--- src/rtl/branch_control_unit.sv ---
// branch_control_unit
//   Program counter, registered condition flags and a small hardware return
//   stack for the CPU decoder. Conditional jumps, calls and returns resolve on
//   the execute strobe. The PC advances on the fetch (increment) strobe. The
//   first fetch increment after a taken control transfer is swallowed, so the
//   fetch that follows starts at the new target.
//
// Ports
//   clock        rising-edge system clock
//   clear        asynchronous, active-high reset
//   increment    fetch strobe: pc <= pc+1 (unless a transfer or pending skip)
//   execute      qualifies branch/call/ret in the same cycle
//   branch/call/ret  control op request, priority ret > call > branch
//   cond         condition select, evaluated on the registered flags
//   target       jump/call destination
//   flags_we     load {neg_in, carry_in, zero_in} on this edge
//   pc           current program counter (registered only)
//   taken        one-cycle pulse: a transfer was taken on the last edge
//   flags        {neg, carry, zero}
//   stack_level  return-stack occupancy
//   stack_ovf/stack_unf  sticky error flags, cleared only by clear
//
// Strobe semantics: increment and execute are single-cycle level strobes that
// are sampled on every rising edge. There is no back-pressure, so every strobe
// seen on an edge is acted on during that edge.
module branch_control_unit #(
  parameter int ADDR_W      = 8,
  parameter int STACK_DEPTH = 4,
  localparam int LVL_W      = $clog2(STACK_DEPTH + 1)
) (
  input  logic              clock,
  input  logic              clear,
  input  logic              increment,
  input  logic              execute,
  input  logic              branch,
  input  logic              call,
  input  logic              ret,
  input  logic [2:0]        cond,
  input  logic [ADDR_W-1:0] target,
  input  logic              flags_we,
  input  logic              zero_in,
  input  logic              carry_in,
  input  logic              neg_in,
  output logic [ADDR_W-1:0] pc,
  output logic              taken,
  output logic [2:0]        flags,
  output logic [LVL_W-1:0]  stack_level,
  output logic              stack_ovf,
  output logic              stack_unf
);

  localparam int IDX_W = (STACK_DEPTH > 1) ? $clog2(STACK_DEPTH) : 1;

  logic [ADDR_W-1:0] stack_mem [STACK_DEPTH];
  logic              pending_skip;
  logic              cond_ok;
  logic              do_ret, do_call, do_branch;
  logic              ret_take, ret_unf, call_take, call_ovf, branch_take;
  logic              xfer;
  logic [IDX_W-1:0]  push_idx, pop_idx;
  logic [ADDR_W-1:0] pc_inc;
  logic [ADDR_W-1:0] pc_next;

  // The condition is evaluated on the registered flags, so a flags_we in the
  // same cycle does not affect it.
  always_comb begin
    cond_ok = 1'b0;
    case (cond)
      3'b000: cond_ok = 1'b1;
      3'b001: cond_ok = flags[0];
      3'b010: cond_ok = ~flags[0];
      3'b011: cond_ok = flags[1];
      3'b100: cond_ok = ~flags[1];
      3'b101: cond_ok = flags[2];
      3'b110: cond_ok = ~flags[2];
      default: cond_ok = 1'b0;
    endcase
  end

  // A higher-priority request masks the lower ones even when its own
  // condition is false.
  assign do_ret    = execute & ret;
  assign do_call   = execute & call & ~ret;
  assign do_branch = execute & branch & ~ret & ~call;

  assign ret_take    = do_ret & cond_ok & (stack_level != '0);
  assign ret_unf     = do_ret & cond_ok & (stack_level == '0);
  assign call_take   = do_call & cond_ok & (stack_level < LVL_W'(STACK_DEPTH));
  assign call_ovf    = do_call & cond_ok & (stack_level == LVL_W'(STACK_DEPTH));
  assign branch_take = do_branch & cond_ok;
  assign xfer        = ret_take | call_take | branch_take;

  assign push_idx = IDX_W'(stack_level);
  assign pop_idx  = IDX_W'(stack_level - LVL_W'(1));
  assign pc_inc   = pc + ADDR_W'(1);

  // A taken transfer wins over the fetch increment. A pending skip swallows
  // exactly one increment strobe.
  always_comb begin
    pc_next = pc;
    if (ret_take) begin
      pc_next = stack_mem[pop_idx];
    end else if (call_take || branch_take) begin
      pc_next = target;
    end else if (increment && !pending_skip) begin
      pc_next = pc_inc;
    end
  end

  always_ff @(posedge clock or posedge clear) begin
    if (clear) begin
      pc           <= '0;
      flags        <= '0;
      taken        <= 1'b0;
      stack_level  <= '0;
      stack_ovf    <= 1'b0;
      stack_unf    <= 1'b0;
      pending_skip <= 1'b0;
    end else begin
      pc    <= pc_next;
      taken <= xfer;
      if (flags_we) begin
        flags <= {neg_in, carry_in, zero_in};
      end
      if (ret_take) begin
        stack_level <= stack_level - LVL_W'(1);
      end else if (call_take) begin
        stack_level <= stack_level + LVL_W'(1);
      end
      if (xfer) begin
        pending_skip <= 1'b1;
      end else if (increment) begin
        pending_skip <= 1'b0;
      end
      if (ret_unf) begin
        stack_unf <= 1'b1;
      end
      if (call_ovf) begin
        stack_ovf <= 1'b1;
      end
    end
  end

  // Stack contents carry no reset. Only occupancy matters after clear.
  always_ff @(posedge clock) begin
    if (call_take) begin
      stack_mem[push_idx] <= pc_inc;
    end
  end

endmodule

--- config.mk ---
export PLATFORM = sky130hd
export DESIGN_NAME = branch_control_unit
export DESIGN_NICKNAME = d
export VERILOG_FILES = /design/src/rtl/branch_control_unit.sv
export SDC_FILE = /design/constraint.sdc
export NUM_CORES = 1
export LEC_CHECK = 0
export BUFFER_PORTS_ARGS = -buffer_cell sky130_fd_sc_hd__buf_2
export CELL_PAD_IN_SITES_DETAIL_PLACEMENT = 1
export CELL_PAD_IN_SITES_GLOBAL_PLACEMENT = 2
export CORE_ASPECT_RATIO = 0.75
export CORE_MARGIN = 8
export CORE_UTILIZATION = 30
export CTS_CLUSTER_SIZE = 14
export DETAILED_ROUTE_END_ITERATION = 16
export PLACE_DENSITY = 0.75
export SKIP_CTS_REPAIR_TIMING = 1
export SKIP_LAST_GASP = 1
export SYNTH_ARGS = -nofsm -noshare
export SYNTH_HDL_FRONTEND = slang
export SYNTH_SLANG_ARGS = --single-unit
--- constraint.sdc ---
create_clock -name clock -period 5.9 [get_ports clock]
set_input_delay 0.885 -clock clock [delete_from_list [all_inputs] [get_ports clock]]
set_output_delay 0.885 -clock clock [all_outputs]
set_load 0.02 [all_outputs]
==> impl_metrics.toml <==
[placed_design]
gp_congestion = 0.7515
io_buffer_count = 38
dpl.hpwl_mm = 5.024
pre_cts_ws_ns = 2.845

[floorplan]
initial_core_util = 0.3049
rows = 29
die_area_sq_mm = 0.01172
fp.dieW_um = 122.4
ios = 39
die_h_um = 95.77
coreArea_sq_mm = 0.008346

[min_path]
worstHoldPathCells = 1
hp-class = "register to register"

[setup_path]
critPathBufInv = 1
cp.depth = 5
startpoint_type = "primary input"
critPathTopFamily = "simple AND/OR/NAND/NOR gates"
critPathMaxStageDelay_ns = 0.90
arrival_ns = 2.64
critPathCaptureType = "register"
crit_path_cell_trace = "buf_2 -> nor2b_1 -> o32ai_4 -> a31oi_2 -> nor4b_2"
r2r_cells = 7
cp.required_ns = 5.80
cpMaxStageDelayCell = "nor4b_2"
cp_max_fo = 9
path_class = "primary input to register"

[synth]
synth_cell_types = 51
synthAdderAreaFrac = 0.02950
synth_cells = 190
synthesis.nets = 218
syn-cell-area_sq_mm = 0.002545
synth_top_family_by_area = "compound AO/OA/AOI/OAI gates"
yosys.area_share.simple = 0.1106
ys_top_cells_by_area = "edfxtp_1, dfrtp_1, mux4_2"
ys_async_sr_fraction = 0.3600
synth_top_area_cell = "edfxtp_1"
yosys-mux-area-fraction = 0.1003
synth_edf_count = 32
synth_seq_cells = 50
synth_area_per_cell_sq_um = 13.39
synth_xor_xnor_area_share = 0.02753
ys_warn_count = 0
synth_flop_cell = "edfxtp_1"
yosysSeqAreaShare = 0.5546
netlist.area_leader.share = 0.3776
synth_compound_area_frac = 0.1509

[sta]
slew_violations = 0
tns_ns = 0
max-slew-margin-rel = 0.3179
fin_crit_ns = 2.732
rsz0062_at_grt = "false"
setup_viol = 0
layout_setup_ws_ns = 3.168
min_period_over_period = 0.4631
fin_worst_skew_ns = 0.006652
hold_viol = 0
fmax_mhz = 366.0
worst_pin_slew_ns = 1.020

[drt]
drc = 0
vias_per_cell = 5.047
finalWirelength_mm = 6.768
routed-via-count = 1706
antenna_left = 0
drt-pass1-iter-count = 4
drt_iter0_markers = 119
routedWlPerCell_um = 20.02

[cts]
clk_latency_ns = 0.29
clkTransAtPathRegs_ns = 0.07
htreeDepth = 2
clockBufferDepth = 2
cts.sinks = 50
clk_root_buffer_cell = "clkbuf_16"
cts_tree = "built"
numCtsBuffers = 5

[outcome]
outcome = "finished, final reports clean"

[flow_run]
drv_cap = 0

[grt]
grt_pass1_wl_mm = 10.99
grt_usage = 0.1257
grt-ovfl-total = 0
antenna_found_initial = 0
grt_max_degree = 22
grt_pass1_vias = 1873

[cells_and_area]
nFillCells = 914
multi_input_area_sq_mm = 0.001072
layout-drive-gt1-share = 0.2957
n_antenna_cell = 0
register_area_sq_mm = 0.001411
final_cell_mix = "buf_2, edfxtp_1, dfrtp_1"
area_delta_synth_final_pct = 17.50
mostFrequentLayoutCell = "buf_2"
nets = 257

[pwr]
p_per_area_mw_per_mm2 = 450.6
power.leakage_nw = 1.138
peakVddDrop_mv = 0.1772
-- sequential cells by signal, indices dropped and copies added, names as in the netlist --
signal        count
stack_mem        32
stack_level       3
stack_unf         1
flags             3
pending_skip      1
taken             1
pc                8
stack_ovf         1
-- routing by layer --
layer  track usage  wire length [um]  up-vias
met3       0.03341               319        4
met1        0.1718              3299      860
met2        0.1916              3086       31
met5             0                 0        -
met4       0.03842                63        0
li1              -                 -      811
-- cell families after synthesis --
family,count (synthesis)
multiplexers,14
AND/OR/NAND/NOR,53
buffers and inverters,15
adder cells (fa/ha/maj),6
AO/OA/AOI/OAI,44
XOR/XNOR,8
flip-flops,50
-- synthesized netlist by cell type (3+ instances only) --
cell	count
ha_1	6
nor2_1	12
a2bb2oi_1	7
inv_1	9
nor3_1	3
o2bb2ai_1	5
xnor2_1	5
and2_1	3
nand2_1	10
nand2b_1	4
nand3_1	4
mux4_2	8
edfxtp_1	32
clkbuf_1	3
xor2_1	3
mux2_2	4
nor2b_1	6
dfrtp_1	18
a21oi_1	10
-- cell type report --
| class | count | area share |
|---|---|---|
| flip-flops and latches | 50 | 0.4720 |
| multi-input cells | 125 | 0.3586 |
| repair buffers | 38 | 0.06360 |
| clock buffers | 7 | 0.04770 |
| well taps | 108 | 0.04519 |
| inverters | 9 | 0.01130 |
| clock inverters | 1 | 0.001674 |
-- metrics by stage --
step                instance area, sq um  total power [mW]    util  hold WS (ns)  std cells
finish                              2990             1.347  0.3583        0.4839        338
global route                        2990             1.433  0.3583        0.4990        338
CTS                                 2990             1.363  0.3583        0.4915        338
detailed placement                  2843             1.072  0.3406        0.4694        330
global placement                    2843             1.056  0.3406        0.4644        330
floorplan                           2545            0.8907       -        0.5342        190
-- path summary, 6_finish.rpt --
check / startpoint / endpoint / slack (ns)
worst min-delay path: stack_ovf$_DFFE_PP0P_ / stack_ovf$_DFFE_PP0P_ / 0.48
worst max register to register: stack_level[0]$_DFFE_PP0P_ / pc[6]$_DFFE_PP0P_ / 3.17
min in group asynchronous: clear / flags[0]$_DFFE_PP0P_ / 0.74
worst min register to register: stack_ovf$_DFFE_PP0P_ / stack_ovf$_DFFE_PP0P_ / 0.48
worst max-delay path: cond[1] / stack_mem[0][4]$_DFFE_PP_ / 3.17
max in group asynchronous: clear / pc[4]$_DFFE_PP0P_ / 4.65
-- report_power, final --
group | total (mW) | switching [mW] | internal (mW)
combinational | 0.500 | 0.291 | 0.209
clock | 0.289 | 0.121 | 0.168
sequential | 0.558 | 0.0880 | 0.470
total | 1.35 | 0.500 | 0.848
-- worst register-to-register path: cells and delay by family (launching register included) --
kind / cells / cell delay [ns]
buffers and inverters: 1 / 0.23
flip-flops: 1 / 0.77
AND/OR/NAND/NOR: 1 / 0.16
AO/OA/AOI/OAI: 4 / 1.14
adder cells (fa/ha/maj): 1 / 0.30
(Power assumes the default switching activity.)
